--- src/rtl/ex_alu_unit_pkg.sv ---
`default_nettype none
// ============================================================================
//  Module      : alu_pkg
//  Description : Shared ALU control codes and execute-unit state encoding.
//                The same code constants are meant to be used by the
//                ALUcontrol decoder so both ends agree on the encoding.
//  Revision    : 1.0 - initial release
// ============================================================================
package alu_pkg;

  // 4-bit ALUcontrol codes
  localparam logic [3:0] ALU_AND = 4'b0000;
  localparam logic [3:0] ALU_OR  = 4'b0001;
  localparam logic [3:0] ALU_ADD = 4'b0010;
  localparam logic [3:0] ALU_SLL = 4'b0011;
  localparam logic [3:0] ALU_SUB = 4'b0110;
  localparam logic [3:0] ALU_SLT = 4'b0111;

  // Execute-unit FSM encoding
  typedef logic [0:0] state_t;
  localparam state_t ST_IDLE  = 1'b0;
  localparam state_t ST_SHIFT = 1'b1;

endpackage
`default_nettype wire

--- src/rtl/ex_alu_unit_if.sv ---
`default_nettype none
// ============================================================================
//  Module      : ex_alu_unit_if
//  Description : Operand/result handshake bundle between the pipeline
//                (master) and the EX-stage execute unit (slave).
//  Signals     : in_valid/in_ready + alu_ctrl/a_i/b_i/shamt_i  (request)
//                out_valid/out_ready + result_o/zero_o/ovf_o   (response)
//  Revision    : 1.0 - initial release
// ============================================================================
interface ex_alu_unit_if #(
  parameter int WIDTH = 32,
  parameter int SHW   = 5
);
  logic             in_valid;
  logic             in_ready;
  logic [3:0]       alu_ctrl;
  logic [WIDTH-1:0] a_i;
  logic [WIDTH-1:0] b_i;
  logic [SHW-1:0]   shamt_i;
  logic             out_valid;
  logic             out_ready;
  logic [WIDTH-1:0] result_o;
  logic             zero_o;
  logic             ovf_o;

  modport master (
    output in_valid, alu_ctrl, a_i, b_i, shamt_i, out_ready,
    input  in_ready, out_valid, result_o, zero_o, ovf_o
  );

  modport slave (
    input  in_valid, alu_ctrl, a_i, b_i, shamt_i, out_ready,
    output in_ready, out_valid, result_o, zero_o, ovf_o
  );
endinterface
`default_nettype wire

--- src/rtl/ex_alu_unit_alu_comb.sv ---
`default_nettype none
// ============================================================================
//  Module      : alu_comb
//  Description : Purely combinational AND/OR/ADD/SUB/SLT datapath.
//                SLL and unknown codes give 0 here; the shifter lives in
//                the execute unit.
//  Ports       : alu_ctrl_i  4-bit ALU code
//                a_i, b_i    operands
//                result_o    combinational result
//                ovf_o       signed ADD/SUB overflow (EX_ALU_OVF_EN only)
//  Config      : EX_ALU_OVF_EN adds the overflow output.
//  Revision    : 1.0 - initial release
// ============================================================================
module alu_comb
  import alu_pkg::*;
#(
  parameter int WIDTH = 32
) (
  input  logic [3:0]       alu_ctrl_i,
  input  logic [WIDTH-1:0] a_i,
  input  logic [WIDTH-1:0] b_i,
  output logic [WIDTH-1:0] result_o
`ifdef EX_ALU_OVF_EN
  ,
  output logic             ovf_o
`endif
);

  logic [WIDTH-1:0] w_sum;
  logic [WIDTH-1:0] w_diff;
  logic             w_lt;

  assign w_sum  = a_i + b_i;
  assign w_diff = a_i - b_i;
  assign w_lt   = $signed(a_i) < $signed(b_i);

  always_comb begin
    result_o = '0;
    case (alu_ctrl_i)
      ALU_AND: result_o = a_i & b_i;
      ALU_OR:  result_o = a_i | b_i;
      ALU_ADD: result_o = w_sum;
      ALU_SUB: result_o = w_diff;
      ALU_SLT: result_o = {{(WIDTH-1){1'b0}}, w_lt};
      default: result_o = '0;
    endcase
  end

`ifdef EX_ALU_OVF_EN
  // Overflow: ADD when equal-sign operands yield a different-sign sum;
  // SUB when opposite-sign operands yield a result whose sign differs from A.
  always_comb begin
    ovf_o = 1'b0;
    if (alu_ctrl_i == ALU_ADD) begin
      ovf_o = (a_i[WIDTH-1] == b_i[WIDTH-1]) && (w_sum[WIDTH-1] != a_i[WIDTH-1]);
    end else if (alu_ctrl_i == ALU_SUB) begin
      ovf_o = (a_i[WIDTH-1] != b_i[WIDTH-1]) && (w_diff[WIDTH-1] != a_i[WIDTH-1]);
    end
  end
`endif

endmodule
`default_nettype wire

--- src/rtl/ex_alu_unit.sv ---
`default_nettype none
// ============================================================================
//  Module      : ex_alu_unit
//  Description : EX-stage execute unit. Takes an ALU code plus operands over
//                a valid/ready handshake and returns a registered result.
//                Logic/arith ops take one cycle; SLL shifts one bit per cycle
//                while stall_o holds the front of the pipeline.
//  Ports       : clk, rst_n (async, active low), flush_i (sync flush)
//                stall_o  high while a shift is in progress
//                bus      ex_alu_unit_if.slave (request/response handshake)
//  Config      : EX_ALU_OVF_EN - register signed ADD/SUB overflow on ovf_o;
//                otherwise ovf_o is tied low.
//  Revision    : 1.0 - initial release
// ============================================================================
module ex_alu_unit
  import alu_pkg::*;
#(
  parameter int WIDTH = 32,
  parameter int SHW   = 5
) (
  input  logic         clk,
  input  logic         rst_n,
  input  logic         flush_i,
  output logic         stall_o,
  ex_alu_unit_if.slave bus
);

  state_t           state_q, state_d;
  logic [WIDTH-1:0] acc_q, acc_d;
  logic [SHW-1:0]   cnt_q, cnt_d;
  logic [WIDTH-1:0] result_q, result_d;
  logic             zero_q, zero_d;
  logic             out_valid_q, out_valid_d;

  logic             w_in_ready;
  logic             w_accept;
  logic             w_sll_multi;
  logic             w_last_shift;
  logic [WIDTH-1:0] w_alu_res;

`ifdef EX_ALU_OVF_EN
  logic             ovf_q, ovf_d;
  logic             w_alu_ovf;
`endif

  alu_comb #(
    .WIDTH (WIDTH)
  ) u_alu_comb (
    .alu_ctrl_i (bus.alu_ctrl),
    .a_i        (bus.a_i),
    .b_i        (bus.b_i),
    .result_o   (w_alu_res)
`ifdef EX_ALU_OVF_EN
    ,
    .ovf_o      (w_alu_ovf)
`endif
  );

  // A flush cycle never accepts, even though in_ready may read high.
  assign w_accept     = bus.in_valid && w_in_ready && !flush_i;
  assign w_sll_multi  = (bus.alu_ctrl == ALU_SLL) && (bus.shamt_i != '0);
  assign w_last_shift = (cnt_q == SHW'(1));

  // ---------------------------------------------------------------- state reg
  always_ff @(posedge clk or negedge rst_n) begin
    if (!rst_n) begin
      state_q <= ST_IDLE;
    end else begin
      state_q <= state_d;
    end
  end

  // ---------------------------------------------------------- next-state comb
  always_comb begin
    state_d = state_q;
    if (flush_i) begin
      state_d = ST_IDLE;
    end else begin
      case (state_q)
        ST_IDLE:  if (w_accept && w_sll_multi) state_d = ST_SHIFT;
        ST_SHIFT: if (w_last_shift)            state_d = ST_IDLE;
        default:  state_d = ST_IDLE;
      endcase
    end
  end

  // -------------------------------------------------------------- output comb
  always_comb begin
    stall_o    = (state_q == ST_SHIFT);
    w_in_ready = (state_q == ST_IDLE) && (!out_valid_q || bus.out_ready);
  end

  // -------------------------------------------------------- datapath next-state
  always_comb begin
    acc_d       = acc_q;
    cnt_d       = cnt_q;
    result_d    = result_q;
    out_valid_d = out_valid_q;
`ifdef EX_ALU_OVF_EN
    ovf_d       = ovf_q;
`endif

    if (out_valid_q && bus.out_ready) begin
      out_valid_d = 1'b0;
    end

    if (flush_i) begin
      out_valid_d = 1'b0;
    end else if (state_q == ST_IDLE) begin
      if (w_accept) begin
        if (w_sll_multi) begin
          acc_d = bus.a_i;
          cnt_d = bus.shamt_i;
        end else begin
          // SLL by zero passes A straight through in one cycle.
          result_d    = (bus.alu_ctrl == ALU_SLL) ? bus.a_i : w_alu_res;
          out_valid_d = 1'b1;
`ifdef EX_ALU_OVF_EN
          ovf_d       = w_alu_ovf;
`endif
        end
      end
    end else begin
      acc_d = acc_q << 1;
      cnt_d = cnt_q - SHW'(1);
      // Final step publishes the fully shifted value; intermediate acc is
      // never visible on result_o.
      if (w_last_shift) begin
        result_d    = acc_q << 1;
        out_valid_d = 1'b1;
`ifdef EX_ALU_OVF_EN
        ovf_d       = 1'b0;
`endif
      end
    end

    zero_d = (result_d == '0);
  end

  // ------------------------------------------------------------ datapath regs
  always_ff @(posedge clk or negedge rst_n) begin
    if (!rst_n) begin
      acc_q       <= '0;
      cnt_q       <= '0;
      result_q    <= '0;
      zero_q      <= 1'b1;
      out_valid_q <= 1'b0;
    end else begin
      acc_q       <= acc_d;
      cnt_q       <= cnt_d;
      result_q    <= result_d;
      zero_q      <= zero_d;
      out_valid_q <= out_valid_d;
    end
  end

`ifdef EX_ALU_OVF_EN
  always_ff @(posedge clk or negedge rst_n) begin
    if (!rst_n) begin
      ovf_q <= 1'b0;
    end else begin
      ovf_q <= ovf_d;
    end
  end
  assign bus.ovf_o = ovf_q;
`else
  assign bus.ovf_o = 1'b0;
`endif

  assign bus.in_ready  = w_in_ready;
  assign bus.out_valid = out_valid_q;
  assign bus.result_o  = result_q;
  assign bus.zero_o    = zero_q;

endmodule
`default_nettype wire

--- src/flat_wrapper.sv ---
// flat-port wrapper written by rule: the top's interface ports become plain ports
module ex_alu_unit_flat import alu_pkg::*;
#(
  parameter int WIDTH = 32,
  parameter int SHW   = 5
)
  (clk, rst_n, flush_i, stall_o, bus_in_valid, bus_alu_ctrl, bus_a_i, bus_b_i, bus_shamt_i, bus_out_ready, bus_in_ready, bus_out_valid, bus_result_o, bus_zero_o, bus_ovf_o);
  ex_alu_unit_if #(.WIDTH(WIDTH), .SHW(SHW)) bus_i ();
  input  logic clk;
  input  logic rst_n;
  input  logic flush_i;
  output logic stall_o;
  input wire logic [$bits(bus_i.in_valid)-1:0] bus_in_valid;
  input wire logic [$bits(bus_i.alu_ctrl)-1:0] bus_alu_ctrl;
  input wire logic [$bits(bus_i.a_i)-1:0] bus_a_i;
  input wire logic [$bits(bus_i.b_i)-1:0] bus_b_i;
  input wire logic [$bits(bus_i.shamt_i)-1:0] bus_shamt_i;
  input wire logic [$bits(bus_i.out_ready)-1:0] bus_out_ready;
  output wire logic [$bits(bus_i.in_ready)-1:0] bus_in_ready;
  output wire logic [$bits(bus_i.out_valid)-1:0] bus_out_valid;
  output wire logic [$bits(bus_i.result_o)-1:0] bus_result_o;
  output wire logic [$bits(bus_i.zero_o)-1:0] bus_zero_o;
  output wire logic [$bits(bus_i.ovf_o)-1:0] bus_ovf_o;
  assign bus_i.in_valid = bus_in_valid;
  assign bus_i.alu_ctrl = bus_alu_ctrl;
  assign bus_i.a_i = bus_a_i;
  assign bus_i.b_i = bus_b_i;
  assign bus_i.shamt_i = bus_shamt_i;
  assign bus_i.out_ready = bus_out_ready;
  assign bus_in_ready = bus_i.in_ready;
  assign bus_out_valid = bus_i.out_valid;
  assign bus_result_o = bus_i.result_o;
  assign bus_zero_o = bus_i.zero_o;
  assign bus_ovf_o = bus_i.ovf_o;
  ex_alu_unit #(.WIDTH(WIDTH), .SHW(SHW)) u_core (.clk(clk), .rst_n(rst_n), .flush_i(flush_i), .stall_o(stall_o), .bus(bus_i));
endmodule
--- config.mk ---
export PLATFORM = sky130hd
export DESIGN_NAME = ex_alu_unit_flat
export DESIGN_NICKNAME = d
export VERILOG_FILES = /design/src/rtl/ex_alu_unit_pkg.sv /design/src/rtl/ex_alu_unit_if.sv /design/src/rtl/ex_alu_unit_alu_comb.sv /design/src/rtl/ex_alu_unit.sv /design/src/flat_wrapper.sv
export SDC_FILE = /design/constraint.sdc
export NUM_CORES = 1
export LEC_CHECK = 0
export BUFFER_PORTS_ARGS = -buffer_cell sky130_fd_sc_hd__buf_2
export CORE_MARGIN = 2
export CORE_UTILIZATION = 28
export DETAILED_ROUTE_END_ITERATION = 8
export GPL_TIMING_DRIVEN = 0
export PLACE_DENSITY_LB_ADDON = 0.15
export SYNTH_ARGS = -nofsm -noshare
export SYNTH_HDL_FRONTEND = slang
export SYNTH_SLANG_ARGS = --single-unit
--- constraint.sdc ---
create_clock -name clk -period 7.1 [get_ports clk]
set_clock_uncertainty 0.05 [all_clocks]
set_input_delay 1.065 -clock clk [delete_from_list [all_inputs] [get_ports clk]]
set_output_delay 1.065 -clock clk [all_outputs]
set_load 0.005 [all_outputs]
Word-level counts from Yosys, hierarchy flattened. Cells that the tools add are included.

Order comparisons: 1. Add/sub/neg operators: 3. Multipliers: 0. Reduce and logical (&&, ||, !) cells: 15. Muxes and demuxes: 23. Shift operators: 0. Equal/unequal tests: 6. Bitwise operators: 4. Divide/modulo/power cells: 0.

Operators by type and width (count): two-way mux 32 bit (6); one-hot mux 32 bit (5 select lines) (1); two-way mux 31 bit (3); adder 32 bit (1); bitwise AND 32 bit (1); logical NOT 32 bit (1); less-than comparator 32 bit (1); OR 32 bit (1); subtractor 32 bit (1); two-way mux 5 bit (3); two-way mux 1 bit (9); equality test 4 x 2 -> 1 bit, second input constant (2); equality test 4 x 3 -> 1 bit, second input constant (2); logical AND 1 bit (6); equality test 5 x 1 -> 1 bit, second input constant (1); nonzero test 5 bit (1); subtractor 5 x 1 -> 5 bit, second input constant (1); equality test 4 x 1 -> 1 bit, second input constant (1); logical NOT 4 bit (1); nonzero test 2 bit (2); AND reduction 3 bit (1); logical NOT 1 bit (2); NOT 1 bit (2); one-hot mux 1 bit (2 select lines) (1); logical OR 1 bit (1).

Word-level logic and storage cells: 58. Memory bits (writable): 0. Memory bits (read-only): 0. Input port bits: 78. Output and inout bits: 37. Register bits after elaboration: 71. Memories: 0. Latch bits: 0.

Depth between registers and ports, before layout. Gate-level depths: netlist of the first run.

Depth after elaboration: 9. Mapped depth: 15. Mapped depth without buffers: 14.

By module. From an unflattened synthesis of the first run, not the netlist that was laid out.

Cells, all modules: 1224. Area total of the unflattened synthesis: 9096.2 µm².

Modules (own cells, without submodules): alu_comb (area each 4834.6 µm², times used 1, cells an instance 734, seq. area each 0.0 µm²); ex_alu_unit (area each 4261.6 µm², times used 1, cells an instance 490, seq. area each 1778.0 µm²).

Worst setup path after synthesis of the first run. No wires, ideal clock.

Path type: input -> register. Start point: input port bus_b_i[0]. End point: register u_core.zero_q (netlist: u_core.bus.zero_o). Slack: 2.881 ns. Stages: 14. Buffers on the path: 0. Data required time: 6.960 ns. Arrival time: 4.079 ns. Cells stage by stage: ha_1 -> inv_1 -> fa_1 -> nand2b_1 -> a2111o_1 -> a211oi_2 -> o31ai_1 -> a211oi_2 -> a211oi_1 -> xnor2_1 -> a221o_1 -> o211a_2 -> or3_1 -> nor4_2.

Word-level cells in the longest chain between the ends: 8. Elaborated cells on any way between the ends: 12. Those cells by class: add/sub (2); order compare (1); mux (6); bitwise (2); reduce/logical (1).

RTL lines: start: declaration (line flat_wrapper.sv:16) `input wire logic [$bits(bus_i.b_i)-1:0] bus_b_i;`; subtractor 32 bit / adder 32 bit (equally long branches) (line ex_alu_unit_alu_comb.sv:34, ex_alu_unit_alu_comb.sv:33); one-hot mux 32 bit (5 select lines) * (line ex_alu_unit_alu_comb.sv:39) `case (alu_ctrl_i)`; two-way mux 32 bit * (line ex_alu_unit.sv:116) `result_d = (bus.alu_ctrl == ALU_SLL) ? bus.a_i : w_alu_res;`; two-way mux 32 bit * (line ex_alu_unit.sv:111) `if (w_sll_multi) begin`; two-way mux 32 bit * (line ex_alu_unit.sv:110) `if (w_accept) begin`; two-way mux 32 bit * (line ex_alu_unit.sv:109) `end else if (state_q == ST_IDLE) begin`; two-way mux 32 bit * (line ex_alu_unit.sv:107) `if (flush_i) begin`; net u_core.result_d[24] (line ex_alu_unit.sv:31) `logic [WIDTH-1:0] result_q, result_d;`; logical NOT 32 bit * (line ex_alu_unit.sv:137) `zero_d = (result_d == '0);`; net u_core.zero_d (line ex_alu_unit.sv:32) `logic zero_q, zero_d;`; end signal: assignment (line ex_alu_unit.sv:152) `zero_q <= zero_d;`; end: declaration (line ex_alu_unit.sv:32).

The timed path passes the listed nets; every way through them passes the cells marked *. A chain may end at the register's enable or synchronous reset.

Worst setup path in the final report of the first run.
Start point: input port bus_a_i[15]. End point: register u_core.zero_q (netlist: u_core.bus.zero_o).

Word-level cells in the longest chain between the ends: 8. Elaborated cells on any way between the ends: 12. Those cells by class: add/sub (2); order compare (1); mux (6); bitwise (2); reduce/logical (1).

RTL lines: start: declaration (line flat_wrapper.sv:15) `input wire logic [$bits(bus_i.a_i)-1:0] bus_a_i;`; subtractor 32 bit / adder 32 bit (equally long branches) (line ex_alu_unit_alu_comb.sv:34, ex_alu_unit_alu_comb.sv:33); one-hot mux 32 bit (5 select lines) * (line ex_alu_unit_alu_comb.sv:39); two-way mux 32 bit * (line ex_alu_unit.sv:116); two-way mux 32 bit * (line ex_alu_unit.sv:111); two-way mux 32 bit * (line ex_alu_unit.sv:110); two-way mux 32 bit * (line ex_alu_unit.sv:109); two-way mux 32 bit * (line ex_alu_unit.sv:107); net u_core.result_d[21] (line ex_alu_unit.sv:31); logical NOT 32 bit * (line ex_alu_unit.sv:137); net u_core.zero_d (line ex_alu_unit.sv:32).

Marks and branches as above.

==> metrics.md, run 1 <==
| Metric | Value |
|---|---|
| WS Path Type | in -> reg |
| FF/Latch Area | 1780 µm² |
| Max frequency | 198 MHz |
| Max Cap Viol | 0 |
| FP Rows | 66 |
| Flop2flop setup slack | 2700 ps |
| Hold Path Class | in -> async |
| Commonest cells after routing, fill and taps aside | 130 x buf_2, 122 x a21oi_1, 110 x nor2_1 |
| Simple-Gate Fraction of Synth Area | approximately a fifth |
| Internal Power | 1.18 mW |
| Total CTS buffers | 9 |
| Distinct cells, synth | 102 |
| Via count | 10,229 |
| Vias in the first global route | 9,635 |
| Initial antenna violation count | 0 |
| Max-slew headroom | 26.0% |
| Post-synth EDFFs | 0 |
| Minimum clock period | 5050 ps |
| PwrDens | 184 nW/µm² |
| Multi-input gate area | approximately 7000 µm² |
| Post-route ant nets | 0 |
| FF+latch count, synth | roughly 70 |
| HPWL after detailed placement | between 30,000 and 40,000 µm |
| Post-synth top area share | between 10% and 20% |
| Clk sinks | 71 |
| Die extent in x | about 190 µm |
| Pwr Total | 2.00 mW |
| WP data required | 7300 ps |
| Final slew viol count | 0 |
| Die ar. | between 30,000 and 40,000 µm² |
| Compound-cell area share of the yosys netlist | a little under a third |
| Die height | 187 µm |
| P_sw | a little over 0.8 mW |
| Pin count of the biggest net entering global routing | 66 |
| Largest family of logic cells by synthesized area | compound AO/OA/AOI/OAI gates |
| Area share of fa/ha/maj cells after synthesis | 13.9% |
| R2R cell count | 13 |
| Critical path fanouts, max | 10 |
| Setup crit start kind | input pin |
| Final setup fails | 0 |
| Routability Congestion | 0.970 |
| Filler cells | 3,611 |
| Mux cell area share after synthesis | 5.89% |
| Layout cells sized above 1 | around 15% |
| Wire per inst | ~24 µm |
| Clock root buffer | clkbuf_16 |
| H-tree Lvls | 3 |
| Synth area leaders | dfrtp_1 19%, ha_1 13%, a21oi_1 6.5% |
| Global Route Usage Sum | 24.1% |
| Core ar. | 32,700 µm² |
| Syn_area_per_cell | roughly 7.6 µm² |
| Asr flop ratio synth | 100% |
| Crit. End Element | flop |
| Setup TNS | 0 ps |
| Post-synth top area cell | dfrtp_1 |
| Vias per cell | 5.67 |
| Max Root-Sink Buffers | 2 |
| Insertion delay to the later sink of the worst-skew pair | 340 ps |
| Syn_nets | around 1,400 |
| First-pass iteration count of the detailed router | 5 |
| Fin crit share | between 70% and 80% |
| YS warnings | 0 |
| Sw Share | 40.9% |
| Postcts setup bufs | 0 |
| PostCTS Resize Cnt | 0 |
| Comb pwr share | 42.7% |
| Area grow syn2layout | 15.8% |
| Initial Util | 28.6% |
| # nets final | 1,537 |
| Xor and xnor area share after synthesis | 2.43% |
| RR Endpoint | u_core.bus.zero_o |
| IO Count | 115 |
| CTS tree | built |
| CP arrival | between 5000 and 6000 ps |
| Global-route wire length before repair | about 64,000 µm |
| Status | complete, no violations |
| Worst slew pin tran | 1110 ps |
| Sequential fraction of the synthesis area | a little under a fifth |
| Seq pwr share | 31.0% |
| CTS clk-pin slew, worst paths | around 60 ps |
| I/O Buffers | 111 |
| Routed wire length | 42,900 µm |
| Worst VDD drop | 0.126 mV |
| Clock power share | 26.4% |
| CTS Hold Bufs | 0 |
| DRC violations left | 0 |
| Iteration-0 DRC Markers | 938 |
| RSZ-0062 raised after global routing | false |
| Cells after synthesis | 1,233 |
| Antenna cell count | 0 |
| Top_reg_cell synth | dfrtp_1 |
| Post-Syn Area | 9370 µm² |
| Critical R2R Launch | u_core.stall_o |
| Final Hold Fails | 0 |
| Total gr overflow | 0 |
| LEAKAGE | 4.71 nW |
| Commonest non-fill, non-tap cell in the layout | buf_2 |
[critical path, stage by stage]
cell,delay [ps]
buf_2,180
inv_1,60
ha_1,340
clkbuf_1,260
nor4_1,570
nand2_1,190
a31oi_1,520
nor3_1,100
o21ai_0,310
a31oi_1,280
or4_1,590
nor4_2,330
nand4b_1,200
nor4_2,240
[routing by layer]
metal | global-route usage (%) | share of wire [%]
met5 | 0 | 0
met4 | 7.33 | 3.5
met3 | 3.21 | 5.9
met2 | 38.8 | 45
met1 | 33.3 | 46
[cell type report]
type | count | share of cell area, %
Buffer | 80 | 3.32
Clock buffer | 9 | 2.08
Clock inverter | 7 | 1.11
Inverter | 107 | 3.70
Multi-Input combinational cell | 975 | 62.9
Sequential cell | 71 | 16.4
Tap cell | 442 | 5.10
Timing Repair Buffer | 112 | 5.40
[registers in the layout, indices dropped and copies added, names as in the netlist]
signal	cells
u_core.bus.zero_o	1
u_core.stall_o	1
u_core.bus.result_o	32
u_core.acc_q	31
u_core.cnt_q	5
u_core.bus.out_valid	1
[worst max-delay path by stage]
stage | from | end | slack (ps) | depth (start not counted)
floorplan | bus_b_i[0] | u_core.bus.zero_o | 2880 | 14
global placement | bus_a_i[15] | u_core.bus.zero_o | 1640 | 14
detailed placement | bus_a_i[15] | u_core.bus.zero_o | 1800 | 14
CTS | bus_a_i[15] | u_core.bus.zero_o | 2140 | 14
global route | bus_a_i[15] | u_core.bus.zero_o | 1860 | 14
finish | bus_a_i[15] | u_core.bus.zero_o | 2050 | 14
[synthesized netlist by cell type, types with 13 or more instances]
| library cell | n |
|---|---|
| ha_1 | 101 |
| o22ai_1 | 28 |
| nand2b_1 | 19 |
| nor3_1 | 23 |
| xnor2_1 | 23 |
| a21oi_1 | 122 |
| a21o_1 | 18 |
| a31oi_1 | 15 |
| nor2_1 | 110 |
| mux2i_1 | 54 |
| nand2_1 | 87 |
| dfrtp_1 | 70 |
| clkbuf_1 | 44 |
| buf_2 | 20 |
| nand4_1 | 13 |
| inv_1 | 104 |
| o21ai_0 | 77 |
| nand3_1 | 19 |
| a22oi_1 | 26 |
[power groups by stage]
stage / combinational [mW] / clock, mW / sequential [mW]
6_report: 0.853 / 0.528 / 0.619
5_1_grt: 0.934 / 0.556 / 0.634
4_1_cts: 0.844 / 0.534 / 0.619
3_5_place_dp: 0.838 / 0 / 0.624
3_3_place_gp: 0.832 / 0 / 0.626
2_1_floorplan: 0.546 / 0 / 0.589
[cell families (layout without fill, tap and decap cells)]
group | Yosys count | count (layout)
simple gates | 350 | 350
compound gates | 440 | 440
buf+inv | 187 | 315
xor+xnor | 26 | 26
mux | 55 | 55
other cells | 1 | 1
flops | 71 | 71
fa+ha+maj | 103 | 103
[through the flow]
step | utilization [%] | hold slack (ps) | area, µm² | worst slack (ps) | instances
floorplan | - | 438 | 9370 | 2880 | 1233
global placement | 32.0 | 481 | 10500 | 1640 | 1786
detailed placement | 32.1 | 497 | 10500 | 1800 | 1787
CTS | 33.2 | 488 | 10800 | 2140 | 1803
global route | 33.2 | 486 | 10800 | 1860 | 1803
finish | 33.2 | 496 | 10800 | 2050 | 1803
Power figures use the tool's default switching activity.
==> run 2: changes to the inputs <==
--- a/config.mk
+++ b/config.mk
@@ -5,6 +5,7 @@
 export SDC_FILE = /design/constraint.sdc
 export NUM_CORES = 1
 export LEC_CHECK = 0
+export ABC_AREA = 1
 export BUFFER_PORTS_ARGS = -buffer_cell sky130_fd_sc_hd__buf_2
 export CORE_MARGIN = 2
 export CORE_UTILIZATION = 28
==> constraint.sdc (replaced) <==
create_clock -name clk -period 5 [get_ports clk]
set_clock_uncertainty 0.05 [all_clocks]
set_input_delay 0.75 -clock clk [delete_from_list [all_inputs] [get_ports clk]]
set_output_delay 0.75 -clock clk [all_outputs]
set_load 0.005 [all_outputs]
==> metrics.md, run 2 <==
| Metric | Value |
|---|---|
| Final slew viol count | 0 |
| Post-synth EDFFs | 0 |
| Asr flop ratio synth | 100% |
| Max Cap Viol | 0 |
| Total CTS buffers | 9 |
| Core ar. | roughly 39,000 µm² |
| Hold Path Class | in -> async |
| Global Route Usage Sum | 23.3% |
| Clk sinks | 71 |
| Top_reg_cell synth | dfrtp_1 |
| Routability Congestion | 0.952 |
| Syn_area_per_cell | 5.59 µm² |
| Syn_nets | 2,151 |
| Fin crit share | 72.0% |
| Post-synth top area share | 21.2% |
| Insertion delay to the later sink of the worst-skew pair | 350 ps |
| Post-route ant nets | 0 |
| CTS clk-pin slew, worst paths | approximately 50 ps |
| Post-layout util | 32.4% |
| Largest family of logic cells by synthesized area | simple AND/OR/NAND/NOR gates |
| Worst slew pin tran | 783 ps |
| CP arrival | 3820 ps |
| Iteration-0 DRC Markers | 1,025 |
| LEAKAGE | between 6 and 7 nW |
| RSZ-0062 raised after global routing | false |
| Final setup fails | 0 |
| Commonest non-fill, non-tap cell in the layout | nand2_1 |
| Die extent in x | 202 µm |
| Simple-Gate Fraction of Synth Area | a little under two fifths |
| Status | complete, no violations |
| Minimum clock period | 3600 ps |
| FF/Latch Area | 1780 µm² |
| Most frequent cell after synthesis | nand2_1 |
| Xor and xnor area share after synthesis | 0.159% |
| Global-route wire length before repair | 73,100 µm |
| Area grow syn2layout | 14.0% |
| Area share of fa/ha/maj cells after synthesis | 11.8% |
| Top cells by count, synth | 621 x nand2_1, 399 x inv_1, 165 x a21oi_1, 153 x nand3_1, 115 x nor2_1 |
| H-tree Lvls | 3 |
| Setup TNS | 0 ps |
| Max-slew headroom | 47.4% |
| YS warnings | 0 |
| Routed wire length | 47,800 µm |
| Initial Util | between 20% and 30% |
| Initial antenna violation count | 1 |
| HPWL after detailed placement | 40,600 µm |
| Clock root buffer | clkbuf_16 |
| FP Rows | around 70 |
| Post-Syn Area | 11,000 µm² |
| IO Count | around 120 |
| Max frequency | 278 MHz |
| Cells after synthesis | just under 2,000 |
| Synth area leaders | nand2_1 21%, dfrtp_1 16%, inv_1 14% |
| Setup crit start kind | input pin |
| Wire per inst | 18.2 µm |
| Max Root-Sink Buffers | 2 |
| Vias in the first global route | approximately 12,000 |
| PostCTS Resize Cnt | 0 |
| I/O Buffers | 113 |
| Worst VDD drop | 0.267 mV |
| DRC violations left | 0 |
| Filler cells | 4,556 |
| First-pass iteration count of the detailed router | 5 |
| Mux cell area share after synthesis | 0% |
| Vias per cell | 4.89 |
| Sequential fraction of the synthesis area | between 10% and 20% |
| Compound-cell area share of the yosys netlist | 15.7% |
| Max reg flops | 32 |
| Die ar. | 41,000 µm² |
| Die height | 202 µm |
| Total gr overflow | 0 |
| Via count | between 10,000 and 15,000 |
| WP data required | roughly 5200 ps |
| WS Path Type | in -> reg |
| # nets final | 2,276 |
| Layout cells sized above 1 | 11.2% |
| PwrDens | 218 nW/µm² |
| Pin count of the biggest net entering global routing | 45 |
| CTS Hold Bufs | 0 |
| Distinct cells, synth | 43 |
| Critical path fanouts, max | 5 |
| Commonest cells after routing, fill and taps aside | 621 x nand2_1, 399 x inv_1, 165 x a21oi_1 |
| Postcts setup bufs | 0 |
| Crit. End Element | flop |
| Multi-input gate area | 7270 µm² |
| Post-synth top area cell | nand2_1 |
| Final Hold Fails | 0 |
| CTS tree | built |
| FF+latch count, synth | 71 |
| Flop2flop setup slack | 2150 ps |
==> run 2: final timing paths <==
kind / startpoint / to / cells past startpoint
setup reg to reg: u_core.stall_o / u_core.bus.zero_o / 17
hold reg to reg: u_core.acc_q[0] / u_core.acc_q[0] / 2
min in group clk: u_core.acc_q[0] / u_core.acc_q[0] / 2
max in group asynchronous: rst_n / u_core.bus.zero_o / 2
setup / recovery: bus_a_i[0] / u_core.bus.zero_o / 21
hold / removal: rst_n / u_core.bus.result_o[31] / 1
==> run 2: per-layer routing <==
layer	wire length (µm)	vias to the layer above	GRT usage, %	part of all wire (%)
met1	22700	6038	32.1	47
met3	1920	44	1.44	4.0
met5	0	-	0	0
li1	-	6403	-	-
met4	1090	0	5.94	2.3
met2	22100	316	39.4	46
==> run 2: cell families (layout without fill, tap and decap cells) <==
| logic type | count (synthesis) | count (layout) |
|---|---|---|
| AOI/OAI and AO/OA | 314 | 314 |
| DFF | 71 | 71 |
| buffers and inverters | 490 | 620 |
| other | 1 | 2 |
| xor gates and xnor gates | 2 | 2 |
| adders and majority gates | 103 | 103 |
| and+or+nand+nor | 989 | 989 |
==> run 2: critical path, cell delays in order <==
cell     delay, ps
buf_2          160
ha_1           340
inv_1           90
fa_1           400
inv_1          130
nand3_1        100
nand2_1        190
nand2_1         90
nand3_2         70
nand3_1        140
o21ai_1        170
nand2_1         70
nand2_1         80
nand2_1         50
nor2_1         130
nand2_1         80
nor2_1         240
nand2_1         80
nor2_1         180
nand3_1        120
nor2_1         150
==> run 2: layout make-up <==
class	instances	area share, %
repair buffers	114	4.74
clock inverters	6	0.478
multi-input cells	1409	57.9
clock buffers	10	1.90
flip-flops and latches	71	14.1
well taps	518	5.16
inverters	415	12.4
plain buffers	75	3.28
diodes	1	0.0199
==> run 2: per-stage QoR <==
stage	area [µm²]	setup slack [ps]	hold slack [ps]	std cells	total power, mW
4_1_cts	12600	1420	295	2618	2.75
5_1_grt	12600	1110	309	2619	2.97
2_1_floorplan	11000	2230	404	1970	1.62
6_report	12600	1400	286	2619	2.74
3_3_place_gp	12200	1080	482	2601	2.06
3_5_place_dp	12300	1080	487	2602	2.07
==> run 2: power breakdown <==
| part | leakage [nW] | switching, mW | internal (mW) |
|---|---|---|---|
| Combinational | 6.02 | 0.880 | 0.406 |
| Sequential | 0.812 | 0.0688 | 0.723 |
| Clock | 0.144 | 0.265 | 0.397 |
| Total | 6.98 | 1.21 | 1.53 |
==> run 3: changes to the inputs <==
--- a/config.mk
+++ b/config.mk
@@ -5,7 +5,7 @@
 export SDC_FILE = /design/constraint.sdc
 export NUM_CORES = 1
 export LEC_CHECK = 0
-export ABC_AREA = 1
+export ABC_AREA = 0
 export BUFFER_PORTS_ARGS = -buffer_cell sky130_fd_sc_hd__buf_2
 export CORE_MARGIN = 2
 export CORE_UTILIZATION = 28
==> constraint.sdc (replaced) <==
create_clock -name clk -period 3.06 [get_ports clk]
set_clock_uncertainty 0.05 [all_clocks]
set_input_delay 0.459 -clock clk [delete_from_list [all_inputs] [get_ports clk]]
set_output_delay 0.459 -clock clk [all_outputs]
set_load 0.005 [all_outputs]
==> metrics.md, run 3 (synthesis results as in run 1) <==
| Metric | Value |
|---|---|
| Status | complete, but fails checks |
| Failing checks | negative hold slack, negative setup slack |
| Final setup fails | 6 |
| Clk sinks | 71 |
| Max frequency | 267 MHz |
| Multi-input gate area | 7480 µm² |
| CP arrival | ~4000 ps |
| Global Route Usage Sum | 24.7% |
| CTS Hold Bufs | 0 |
| Worst slew pin tran | 1080 ps |
| Fin cells | 1,843 |
| FF/Latch Area | 1780 µm² |
| Seq pwr share | 28.6% |
| Post-route ant nets | 0 |
| Layout cells sized above 1 | a little over a quarter |
| I/O Buffers | 111 |
| Total CTS buffers | 9 |
| Internal Power | around 3 mW |
| Antenna cell count | 0 |
| Max Cap Viol | 0 |
| Setup crit start kind | input pin |
| Final slew viol count | 0 |
| Post-route setup slack | -688 ps |
| P_sw | 2.02 mW |
| Insertion delay to the later sink of the worst-skew pair | 330 ps |
| Max reg flops | 32 |
| Fin crit share | 122% |
| Worst-path cell chain | buf_8 -> inv_2 -> ha_2 -> fa_2 -> o21bai_1 -> o2111ai_2 -> a31oi_4 -> a21oi_4 -> xnor2_2 -> a221oi_4 -> a211oi_2 -> or4_4 -> nor4_4 -> nand4b_1 -> nor4_2 |
| Commonest non-fill, non-tap cell in the layout | a21oi_1 |
| Max-slew headroom | 28.3% |
| Routed wire length | 44,300 µm |
| Sw Share | about two fifths |
| Post-layout util | 36.8% |
| IO Count | 115 |
| Initial antenna violation count | 0 |
| Filler cells | ~3,600 |
| Hold Slack | -3.35 ps |
| Crit. End Element | flop |
| Vias per cell | 5.70 |
| Critical path fanouts, max | 4 |
| Die height | 187 µm |
| HPWL after detailed placement | 35,000 µm |
| # nets final | 1,577 |
| WP data required | 3250 ps |
| LEAKAGE | 5.13 nW |
| Area grow syn2layout | 28.7% |
| Commonest cells after routing, fill and taps aside | 106 x a21oi_1, 105 x nor2_1, 103 x buf_2 |
| Placed insts | 1,787 |
| Worst path max stage delay | slightly below 600 ps |
| Initial Util | about 29% |
| Clock power share | 26.0% |
| Die extent in x | 187 µm |
| FP Rows | 66 |
| Global-route wire length before repair | around 66,000 µm |
| Minimum clock period | 3750 ps |
| Die ar. | 34,900 µm² |
| Routability Congestion | between 0.9 and 1 |
| Hold Path Class | in -> async |
| Final Hold Fails | 9 |
| H-tree Lvls | 3 |
| PwrDens | 417 nW/µm² |
| Worst VDD drop | 0.309 mV |
| Max Root-Sink Buffers | 2 |
| Total gr overflow | 0 |
| Vias in the first global route | 10,282 |
| First-pass iteration count of the detailed router | 5 |
| DRC violations left | 0 |
| WS Path Type | in -> reg |
| Wire per inst | 24.0 µm |
| Clock root buffer | clkbuf_16 |
| Comb pwr share | 45.4% |
| CTS clk-pin slew, worst paths | 60 ps |
| Slowest cell on crit path | or4_4 |
| Iteration-0 DRC Markers | 836 |
| Pin count of the biggest net entering global routing | 47 |
| Core ar. | around 33,000 µm² |
| Via count | 10,510 |
| RSZ-0062 raised after global routing | true |
| CTS tree | built |
| DP Worst Slack | -1660 ps |
run 3: cell count changes in the layout (fill, tap and decap cells not counted), sizes merged, moves of 35 or more:
cell    delta
a21oi     -46
clkbuf    +35
inv      -306
mux2i     +54
nand2    -546
nand3    -141
run 3: final cells by class:
cell class | instances | share of cell area (%)
multi-input cells | 975 | 62.1
clock inverters | 7 | 1.20
well taps | 442 | 4.59
clock buffers | 9 | 1.87
inverters | 107 | 3.40
repair buffers | 153 | 8.27
flip-flops and latches | 71 | 14.8
plain buffers | 79 | 3.81
run 3: per-layer routing:
metal	routed length, µm	global-route usage (%)
met4	2020	10.1
met3	2310	3.30
met5	0	0
met2	19800	39.6
met1	20200	33.4
run 3: worst max-delay path, delay by kind of cell:
kind | cells | cell delay, ps
buffers and inverters | 2 | 150
adder cells (fa/ha/maj) | 2 | 550
AND/OR/NAND/NOR | 4 | 1240
XOR/XNOR | 1 | 180
AO/OA/AOI/OAI | 6 | 1350
run 3: final timing paths:
path	to	cells after the start	start	slack, ps
setup / recovery	u_core.bus.zero_o	15	bus_a_i[0]	-690
hold / removal	u_core.acc_q[3]	1	rst_n	-3
setup reg to reg	u_core.bus.zero_o	14	u_core.stall_o	-640
hold reg to reg	u_core.acc_q[30]	2	u_core.acc_q[30]	490
max in group asynchronous	u_core.bus.zero_o	2	rst_n	2340
min in group clk	u_core.cnt_q[0]	3	bus_shamt_i[0]	360
run 3: through the flow:
stage	cell area (µm²)	setup TNS [ps]	total power, mW	hold slack, ps
after global routing	12000	-2520	5.32	14.9
after detailed placement	10600	-23180	3.40	364
after global placement	10500	-23520	3.39	477
after floorplan	9420	-424	2.64	113
final	12000	-1830	5.03	-3.35
after CTS	11700	-1410	4.92	8.36
run 3: power by group through the flow:
stage | registers (mW) | clock network, mW | logic (mW)
global placement | 1.45 | 0 | 1.95
CTS | 1.43 | 1.32 | 2.17
floorplan | 1.37 | 0 | 1.28
finish | 1.44 | 1.31 | 2.28
global route | 1.47 | 1.37 | 2.47
detailed placement | 1.44 | 0 | 1.96
run 3: timing repair:
item                                    in CTS  in global routing
endpoints found under the setup margin      48                 30
buffers inserted                            26                 15
gates resized for setup                    160                 63
pin swaps                                   41                 34
hold endpoints to repair                     0                  0
